**src/rtl/fpf_pkg.sv**
```systemverilog
// ============================================================================
// fpf_pkg : shared types and helpers for the flattened-priority grant path
// Revision: 1.0
// ============================================================================
`default_nettype none

package fpf_pkg;

  typedef enum logic [1:0] {
    ST_IDLE  = 2'd0,
    ST_ARB   = 2'd1,
    ST_OFFER = 2'd2,
    ST_HOLD  = 2'd3
  } fpf_state_e;

  // Index width that never collapses to zero bits for a single entry.
  function automatic int fpf_clog2(input int value);
    return (value > 1) ? $clog2(value) : 1;
  endfunction

endpackage

`default_nettype wire

```
**src/rtl/fpf_rr_pick.sv**
```systemverilog
// ============================================================================
// fpf_rr_pick : combinational round-robin pick of one request at/after ptr
// Revision: 1.0
// ============================================================================
`default_nettype none

module fpf_rr_pick
  import fpf_pkg::*;
#(
  parameter int N = 24,
  localparam int IW = fpf_clog2(N)
) (
  input  logic [N-1:0]  req_i,
  input  logic [IW-1:0] ptr_i,
  output logic [N-1:0]  grant_o,
  output logic [IW-1:0] idx_o,
  output logic          any_o
);

  localparam int PW = fpf_clog2(2 * N);

  logic [N-1:0]   mask;
  logic [2*N-1:0] dbl;
  logic [PW-1:0]  pos;

  // Lower half holds only requests at/after ptr, so the lowest set bit of the
  // doubled vector is the wrapped round-robin winner.
  always_comb begin
    mask = '0;
    for (int i = 0; i < N; i++) begin
      mask[i] = (IW'(i) >= ptr_i);
    end
    dbl = {req_i, req_i & mask};
    pos = '0;
    for (int k = 2 * N - 1; k >= 0; k--) begin
      if (dbl[k]) pos = PW'(k);
    end
    any_o   = |req_i;
    idx_o   = (pos >= PW'(N)) ? IW'(pos - PW'(N)) : IW'(pos);
    grant_o = '0;
    for (int i = 0; i < N; i++) begin
      grant_o[i] = any_o && (idx_o == IW'(i));
    end
  end

endmodule

`default_nettype wire

```
**src/rtl/fpf_grant_scheduler.sv**
```systemverilog
// ============================================================================
// fpf_grant_scheduler : level-first, round-robin grant with valid/ready offer
// and hold-until-release. Optional macro FPF_GRANT_INREG_EN adds an input
// pipeline register ahead of the capture stage.
// Revision: 1.0
// ============================================================================
`default_nettype none

module fpf_grant_scheduler
  import fpf_pkg::*;
#(
  parameter int N = 24,
  parameter int P = 8,
  localparam int IW = fpf_clog2(N),
  localparam int LW = fpf_clog2(P)
) (
  input  logic            i_clk,
  input  logic            i_rst_n,
  input  logic [N*P-1:0]  i_p_r,
  input  logic            i_p_r_valid,
  output logic            o_p_r_ready,
  output logic            o_grant_valid,
  output logic [N-1:0]    o_grant,
  output logic [IW-1:0]   o_grant_idx,
  output logic [LW-1:0]   o_grant_level,
  input  logic            i_grant_ready,
  input  logic            i_release,
  output logic            o_busy
);

  fpf_state_e             state_q, state_d;
  logic [N*P-1:0]         req_q, req_d;
  logic [P-1:0][IW-1:0]   rr_ptr_q, rr_ptr_d;
  logic [N-1:0]           grant_q, grant_d;
  logic [IW-1:0]          idx_q, idx_d;
  logic [LW-1:0]          level_q, level_d;

  logic [N*P-1:0]         cap_req;
  logic                   cap_valid;
  logic [LW-1:0]          sel_lvl;
  logic [N-1:0]           sel_req;
  logic [N-1:0]           pick_grant;
  logic [IW-1:0]          pick_idx;
  logic                   pick_any;

`ifdef FPF_GRANT_INREG_EN
  logic [N*P-1:0] in_req_q;
  logic           in_valid_q;

  always_ff @(posedge i_clk or negedge i_rst_n) begin
    if (!i_rst_n) begin
      in_req_q   <= '0;
      in_valid_q <= 1'b0;
    end else begin
      in_req_q   <= i_p_r;
      in_valid_q <= i_p_r_valid;
    end
  end

  assign cap_req   = in_req_q;
  assign cap_valid = in_valid_q;
`else
  assign cap_req   = i_p_r;
  assign cap_valid = i_p_r_valid;
`endif

  always_comb begin
    sel_lvl = '0;
    for (int j = 0; j < P; j++) begin
      if (|req_q[j*N +: N]) sel_lvl = LW'(j);
    end
    sel_req = req_q[int'(sel_lvl)*N +: N];
  end

  fpf_rr_pick #(.N(N)) u_pick (
    .req_i   (sel_req),
    .ptr_i   (rr_ptr_q[sel_lvl]),
    .grant_o (pick_grant),
    .idx_o   (pick_idx),
    .any_o   (pick_any)
  );

  always_ff @(posedge i_clk or negedge i_rst_n) begin
    if (!i_rst_n) begin
      state_q  <= ST_IDLE;
      req_q    <= '0;
      rr_ptr_q <= '0;
      grant_q  <= '0;
      idx_q    <= '0;
      level_q  <= '0;
    end else begin
      state_q  <= state_d;
      req_q    <= req_d;
      rr_ptr_q <= rr_ptr_d;
      grant_q  <= grant_d;
      idx_q    <= idx_d;
      level_q  <= level_d;
    end
  end

  always_comb begin
    state_d  = state_q;
    req_d    = req_q;
    rr_ptr_d = rr_ptr_q;
    grant_d  = grant_q;
    idx_d    = idx_q;
    level_d  = level_q;
    case (state_q)
      ST_IDLE: begin
        if (cap_valid) begin
          req_d   = cap_req;
          state_d = ST_ARB;
        end
      end
      ST_ARB: begin
        if (!pick_any) begin
          state_d = ST_IDLE;
        end else begin
          grant_d = pick_grant;
          idx_d   = pick_idx;
          level_d = sel_lvl;
          state_d = ST_OFFER;
        end
      end
      ST_OFFER: begin
        // Release here is deliberately ignored; only the handshake advances.
        if (i_grant_ready) begin
          rr_ptr_d[level_q] = (idx_q == IW'(N - 1)) ? '0 : idx_q + IW'(1);
          state_d = ST_HOLD;
        end
      end
      ST_HOLD: begin
        if (i_release) begin
          grant_d = '0;
          state_d = ST_IDLE;
        end
      end
      default: state_d = ST_IDLE;
    endcase
  end

  assign o_p_r_ready   = (state_q == ST_IDLE);
  assign o_grant_valid = (state_q == ST_OFFER);
  assign o_busy        = (state_q == ST_HOLD);
  assign o_grant       = grant_q;
  assign o_grant_idx   = idx_q;
  assign o_grant_level = level_q;

endmodule

`default_nettype wire

```
**config.mk**
```make
export PLATFORM = sky130hd
export DESIGN_NAME = fpf_grant_scheduler
export DESIGN_NICKNAME = d
export VERILOG_FILES = /design/src/rtl/fpf_pkg.sv /design/src/rtl/fpf_rr_pick.sv /design/src/rtl/fpf_grant_scheduler.sv
export SDC_FILE = /design/constraint.sdc
export NUM_CORES = 1
export LEC_CHECK = 0
export ABC_CLOCK_PERIOD_IN_PS = 5000
export CAP_MARGIN = 10
export CORE_MARGIN = 2
export CORE_UTILIZATION = 54
export DETAILED_ROUTE_END_ITERATION = 16
export MAX_ROUTING_LAYER = met4
export PLACE_DENSITY = 0.81
export SETUP_SLACK_MARGIN = 0.02
export SLEW_MARGIN = 25
export SYNTH_ARGS = -nofsm -noshare
export SYNTH_HDL_FRONTEND = slang
export SYNTH_SLANG_ARGS = --single-unit
```
**constraint.sdc**
```tcl
create_clock -name i_clk -period 5 [get_ports i_clk]
set_input_delay 0.5 -clock i_clk [delete_from_list [all_inputs] [get_ports i_clk]]
set_output_delay 0.5 -clock i_clk [all_outputs]
set_load 0.1 [all_outputs]
```
==> impl_metrics.env, run 1 <==
export IMPL_viasPerCell=6.335
export IMPL_wl_per_cell_um=24.04
export IMPL_fin_cells=1851
export IMPL_ys_seq_area_frac=0.4973
export IMPL_syn_inst=1182
export IMPL_cts_inserted_buffers=28
export IMPL_hpwl_um=32650
export IMPL_drc_errors=0
export IMPL_multi_input_area_um2=6754
export IMPL_yosysTopAreaCellShare=0.4973
export IMPL_cp_required_ps=5450
export IMPL_cp_num_buf_inv=3
export IMPL_status="complete, but fails checks"
export IMPL_gp_congestion=1.001
export IMPL_max_freq_mhz=204.1
export IMPL_drv_cap=0
export IMPL_leakagePower_nw=7.586
export IMPL_p_per_area_nw_per_um2=646.3
export IMPL_diodes=0
export IMPL_endpoint_kind="flip-flop"
export IMPL_drv_slew=0
export IMPL_coreArea_um2=24320
export IMPL_timing_rr_end="o_grant[14]"
export IMPL_layout_setup_ws_ps=101.2
export IMPL_crit_chain="nor4_1 -> nand2_1 -> or2_4 -> a211oi_4 -> buf_12 -> buf_4 -> mux4_1 -> a22oi_2 -> buf_4 -> o21ai_0 -> a21oi_1 -> nor3_2 -> a2111oi_4 -> o21ai_2 -> or2_4 -> o41ai_2"
export IMPL_worstMarginPinSlew_ps=1001
export IMPL_yosysTopAreaCell="dfrtp_1"
export IMPL_maxSlewHeadroom=0.3304
export IMPL_avgSynthCellArea_um2=11.32
export IMPL_initialDrtViolationCount=1079
export IMPL_synth_top_cells_by_area="dfrtp_1 50%, mux2_2 18%, nand2_1 3.1%"
export IMPL_antenna_found_initial=0
export IMPL_num_rows=57
export IMPL_min_path_type="input port to asynchronous set/reset pin"
export IMPL_num_io_pins=232
export IMPL_final_cell_mix="265 x dfrtp_1, 230 x clkdlybuf4s50_1, 215 x mux2_2, 113 x buf_4, 107 x nand2_1"
export IMPL_cts_root_buf="clkbuf_16"
export IMPL_synth_edff_count=0
export IMPL_min_period_ps=4899
export IMPL_dp_slack_ps=-265.2
export IMPL_netlist_area_um2=13380
export IMPL_wirelength_um=44490
export IMPL_path_class="flip-flop to flip-flop"
export IMPL_syn_num_nets=1380
export IMPL_layout_commonest_cell="dfrtp_1"
export IMPL_whs_ps=-30.45
export IMPL_fill_cells=1634
export IMPL_maxUsedRoutingLayer="met4"
export IMPL_nets=1704
export IMPL_fp_dieArea_um2=26060
export IMPL_violations="hold timing"
export IMPL_cts_htree_levels=1
export IMPL_crit_family="compound AO/OA/AOI/OAI gates"
export IMPL_yosys_warnings=0
export IMPL_grt_pass1_vias=11760
export IMPL_routed_via_count=11730
export IMPL_syn_to_final_growth_pct=37.02
export IMPL_reg2reg_slack_ps=100
export IMPL_met1_length_um=18660
export IMPL_fin_crit_sh=0.9798
export IMPL_hold_viol=16
export IMPL_ys_async_sr_fraction=1.000
export IMPL_gr_total_overflow=0
export IMPL_critPathArrivalTime_ps=5350
export IMPL_drive_gt1_frac=0.3189
export IMPL_clock_sinks=266
export IMPL_start_util=0.5503
export IMPL_power_total_mw=11.85
export IMPL_r2r_cells=16
export IMPL_dr_pass1_iters=5
export IMPL_die_h_um=161.4
export IMPL_worstPathMaxFanout=8
export IMPL_grt_total_usage=0.3473
export IMPL_grt_max_degree=123
export IMPL_vdd_drop_max_v=0.0005117
export IMPL_finalSetupViolCount=0
export IMPL_synth_seq_cells=266
export IMPL_seq_area_um2=6658
export IMPL_wl_met2_um=21020
export IMPL_r2r_start="req_q[149]"
export IMPL_dp_cells=1787
export IMPL_skew_ps=28.27
export IMPL_ant_nets=0
export IMPL_slowest_stage="mux4_1"
export IMPL_cts_clk_slew_worst_paths_ps=60
export IMPL_cts_tree="done"
export IMPL_clock_latency_ps=580
export IMPL_routed_wl_met3_um=3308
export IMPL_synth_flop_cell="dfrtp_1"
export IMPL_io_buffer_count=231
export IMPL_max_stage_delay_ps=600
export IMPL_synth_cell_types=83
export IMPL_grt_pass1_wl_um=67880
export IMPL_setup_worst_path_start_class="flip-flop"
export IMPL_die_x_um=161.4
export IMPL_cts_buffer_depth=3
-- cell families after synthesis --
group,share of synthesized area
mux,0.2009
buf+inv,0.02664
compound gates,0.1574
xor+xnor,0.0006545
simple gates,0.1161
flops,0.4973
fa+ha+maj,0.0009347
-- worst max-delay path by stage --
stage / startpoint / slack [ps] / depth (start not counted) / end
finish: req_q[149] / 100 / 16 / o_grant[14]
global route: req_q[91] / -70 / 17 / o_grant[14]
CTS: req_q[61] / 30 / 17 / o_grant[7]
detailed placement: req_q[134] / -270 / 18 / o_grant[14]
global placement: req_q[132] / -170 / 18 / o_grant[7]
floorplan: req_q[100] / 660 / 14 / o_grant[7]
-- state kept, by name (all words and copies together), names as in the netlist, named ones only --
register / cells
o_grant: 24
req_q: 192
state_q: 1
o_grant_idx: 5
rr_ptr_q: 40
o_grant_level: 3
-- Yosys cell counts, drive strengths merged (10+ instances only) --
cell     count
a21oi       55
o21ai       61
mux2i       14
o31ai       17
o2111ai     10
a211oi      12
a31oi       29
o311ai      10
clkbuf      46
nor4        48
mux2       215
nor2        39
dfrtp      266
o211ai      10
nand2      110
nand4       13
inv         17
nand3       30
buf         23
-- cell type report --
type                    count  area share
clock inverters             8    0.006482
well taps                 324     0.02211
multi-input cells         830      0.3683
flip-flops and latches    266      0.3630
repair buffers            363      0.1910
clock buffers              43     0.04564
inverters                  17    0.003480
-- per-layer routing --
metal | up-vias | global-route usage
met5 | - | -
met1 | 5825 | 0.4742
met3 | 111 | 0.05008
li1 | 5163 | -
met2 | 627 | 0.5429
met4 | 0 | 0.1075
-- power by group --
part           switching [mW]  internal, mW  total, mW
Combinational            3.13          2.48       5.61
Clock                   0.881          1.26       2.14
Sequential              0.952          3.15       4.10
Total                    4.96          6.89       11.9
-- repair_timing --
item	4_1_cts	5_1_grt
pin swaps	4	19
buffers inserted	1	11
hold buffers	0	0
cloned	0	1
resized for setup	15	60
setup endpoints to repair	26	27
-- metrics by stage --
stage               instance area, um2  TNS [ps]    util
finish                           18340         0  0.7541
detailed placement               16890     -3558  0.6944
global route                     18340    -453.7  0.7541
global placement                 16890     -2554  0.6944
floorplan                        13380         0       -
CTS                              17940         0  0.7376
Note: power is estimated with default switching activity, not from simulation.
==> inputs of run 2 (changes only) <==
--- a/config.mk
+++ b/config.mk
@@ -6,7 +6,6 @@
 export NUM_CORES = 1
 export LEC_CHECK = 0
 export ABC_CLOCK_PERIOD_IN_PS = 5000
-export CAP_MARGIN = 10
 export CORE_MARGIN = 2
 export CORE_UTILIZATION = 54
 export DETAILED_ROUTE_END_ITERATION = 16
==> results of run 2 <==
The final DEF is identical to that of run 1; final timing and power are the same.
==> inputs of run 3 (changes only) <==
--- a/config.mk
+++ b/config.mk
@@ -15,4 +15,5 @@
 export SLEW_MARGIN = 25
 export SYNTH_ARGS = -nofsm -noshare
 export SYNTH_HDL_FRONTEND = slang
+export SYNTH_HIERARCHICAL = 1
 export SYNTH_SLANG_ARGS = --single-unit
==> impl_metrics.env, run 3 <==
export IMPL_num_io_pins=232
export IMPL_min_period_ps=4910
export IMPL_ys_async_sr_fraction=1.000
export IMPL_clock_sinks=266
export IMPL_synth_flop_cell="dfrtp_1"
export IMPL_worstPathMaxFanout=24
export IMPL_num_rows=58
export IMPL_cts_inserted_buffers=28
export IMPL_cp_num_buf_inv=3
export IMPL_final_cell_mix="266 x dfrtp_1, 230 x clkdlybuf4s50_1, 214 x mux2_2, 93 x buf_4, 92 x a21oi_1"
export IMPL_gp_congestion=0.9983
export IMPL_vdd_drop_max_v=0.0004356
export IMPL_worstMarginPinSlew_ps=994.7
export IMPL_hold_viol=8
export IMPL_status="complete, but fails checks"
export IMPL_grt_total_usage=0.3282
export IMPL_synth_seq_cells=266
export IMPL_maxSlewHeadroom=0.3348
export IMPL_start_util=0.5481
export IMPL_ys_seq_area_frac=0.4851
export IMPL_finalSetupViolCount=0
export IMPL_layout_commonest_cell="dfrtp_1"
export IMPL_top_register="req_q"
export IMPL_syn_inst=1225
export IMPL_drive_gt1_frac=0.2947
export IMPL_yosysTopAreaCellShare=0.4851
export IMPL_die_x_um=163.4
export IMPL_leakagePower_nw=7.187
export IMPL_path_class="flip-flop to flip-flop"
export IMPL_nets=1712
export IMPL_dp_cells=1803
export IMPL_p_per_area_nw_per_um2=650.6
export IMPL_cp_required_ps=5480
export IMPL_ctsHoldBuffers=0
export IMPL_io_buffer_count=231
export IMPL_fin_cells=1866
export IMPL_viasPerCell=6.110
export IMPL_grt_pass1_wl_um=64920
export IMPL_synth_edff_count=0
export IMPL_avgSynthCellArea_um2=11.20
export IMPL_grt_pass1_vias=11400
export IMPL_synth_most_common_cell="dfrtp_1"
export IMPL_critPathArrivalTime_ps=5390
export IMPL_cts_tree="done"
export IMPL_die_h_um=163.4
export IMPL_cts_buffer_depth=3
export IMPL_violations="hold timing"
export IMPL_initialDrtViolationCount=1225
export IMPL_setup_worst_path_start_class="flip-flop"
export IMPL_drc_errors=0
export IMPL_syn_num_nets=1423
export IMPL_synth_cell_types=92
export IMPL_routed_via_count=11400
export IMPL_power_total_mw=11.80
export IMPL_endpoint_kind="flip-flop"
export IMPL_slowest_stage="nor4_1"
export IMPL_wirelength_um=43550
export IMPL_netlist_top_cells_count="266 x dfrtp_1, 214 x mux2_2, 92 x a21oi_1"
export IMPL_synth_top_cells_by_area="dfrtp_1 49%, mux2_2 18%, a21oi_1 3.4%"
export IMPL_max_stage_delay_ps=480
export IMPL_clock_latency_ps=560
export IMPL_cts_htree_levels=1
export IMPL_yosys_warnings=6
export IMPL_crit_chain="nor4_2 -> nand4_1 -> buf_4 -> nor2_4 -> a22o_2 -> buf_12 -> buf_4 -> mux2i_1 -> o21ai_0 -> a2bb2oi_1 -> nor4_1 -> nand2_1 -> o21ai_1 -> a221oi_2 -> o31a_4 -> a211oi_4 -> nor3b_1 -> a22o_1"
export IMPL_cts_root_buf="clkbuf_16"
export IMPL_min_path_type="input port to asynchronous set/reset pin"
export IMPL_antenna_found_initial=2
export IMPL_coreArea_um2=25040
export IMPL_dr_pass1_iters=5
export IMPL_gr_total_overflow=0
export IMPL_crit_family="compound AO/OA/AOI/OAI gates"
export IMPL_cts_clk_slew_worst_paths_ps=60
export IMPL_hpwl_um=31170
export IMPL_ant_nets=0
export IMPL_skew_ps=27.86
export IMPL_yosysTopAreaCell="dfrtp_1"
export IMPL_grt_setup_unrepaired="yes"
export IMPL_drv_slew=0
export IMPL_max_freq_mhz=203.7
export IMPL_whs_ps=-2.262
export IMPL_crit_top_cell="buf_4"
export IMPL_fin_crit_sh=0.9821
export IMPL_grt_max_degree=121
export IMPL_netlist_area_um2=13720
export IMPL_wl_per_cell_um=23.34
export IMPL_syn_to_final_growth_pct=32.12
export IMPL_largest_reg_flops=192
export IMPL_fp_dieArea_um2=26700
export IMPL_drv_cap=0
## run 3: cell count changes after synthesis, sizes merged, moves of 19 or more
cell and delta:
a21oi +41, a22o +20, a2bb2oi +19, a31oi -23
mux2i +20, nand2 -38, nand3b +34, nor2 +19
or2 +20
## run 3: logic make-up after synthesis
| family | share of synthesized area |
|---|---|
| and+or+nand+nor | 0.1309 |
| AOI/OAI and AO/OA | 0.1444 |
| DFF | 0.4851 |
| muxes | 0.2004 |
| buffers and inverters | 0.03757 |
| xor gates and xnor gates | 0.0006384 |
| adders and majority gates | 0.0009117 |
## run 3: through the flow
stage	util	hold WS, ps	setup TNS [ps]	instance area (um2)	setup WS, ps
final	0.7241	-2.262	0	18130	89.67
after global routing	0.7241	33.76	-102.3	18130	-40.65
after CTS	0.7096	13.52	0	17770	17.40
after detailed placement	0.6727	471.0	-480.6	16840	-130.1
after global placement	0.6727	462.6	-0.5271	16840	-0.5271
after floorplan	-	204.4	0	13720	551.6
## run 3: area by class of cell
cell class                      instances  area (um2)
Sequential cell                       266        6656
Tap cell                              330       412.9
Multi-Input combinational cell        864        6844
Fill cell                            1812        6907
Clock buffer                           39       792.0
Inverter                               19       71.32
Timing Repair Buffer                  335        3218
Antenna cell                            2       5.005
Clock inverter                         11       130.1
## run 3: routing by layer
metal / vias up / track usage / routed length [um]
met3: 79 / 0.06679 / 3500
li1: 5137 / - / -
met5: - / - / 0
met1: 5708 / 0.4600 / 18980
met4: 0 / 0.08970 / 1357
met2: 477 / 0.4893 / 19720
## run 3: worst reg2reg max path, stage by stage, from the launching register on
cell and delay, ps:
dfrtp_1 420, nor4_2 350, nand4_1 310, buf_4 250
nor2_4 150, a22o_2 210, buf_12 200, buf_4 230
mux2i_1 360, o21ai_0 160, a2bb2oi_1 210, nor4_1 480
nand2_1 110, o21ai_1 240, a221oi_2 110, o31a_4 370
a211oi_4 280, nor3b_1 260, a22o_1 160
## run 3: what timing repair did
| action | 4_1_cts | 5_1_grt |
|---|---|---|
| endpoints found under the setup margin | 17 | 32 |
| setup buffers | 0 | 9 |
| gates cloned | 0 | 2 |
| resized for setup | 3 | 55 |
| pin swaps | 0 | 11 |
## run 3: worst paths after layout
| check | startpoint | endpoint | slack (ps) | cells past startpoint |
|---|---|---|---|---|
| max | req_q[132] | o_grant[1] | 90 | 18 |
| min | i_rst_n | req_q[34] | -2 | 1 |
| max reg2reg | req_q[132] | o_grant[1] | 90 | 18 |
| min reg2reg | rr_ptr_q[2] | rr_ptr_q[2] | 480 | 2 |
| max in group asynchronous | i_rst_n | o_grant[7] | 3840 | 2 |
| min in group i_clk | rr_ptr_q[2] | rr_ptr_q[2] | 480 | 2 |
## run 3: power by group
| group | switching [mW] | internal (mW) |
|---|---|---|
| combinational | 3.17 | 2.51 |
| sequential | 0.905 | 3.14 |
| clock | 0.868 | 1.21 |
| total | 4.94 | 6.85 |
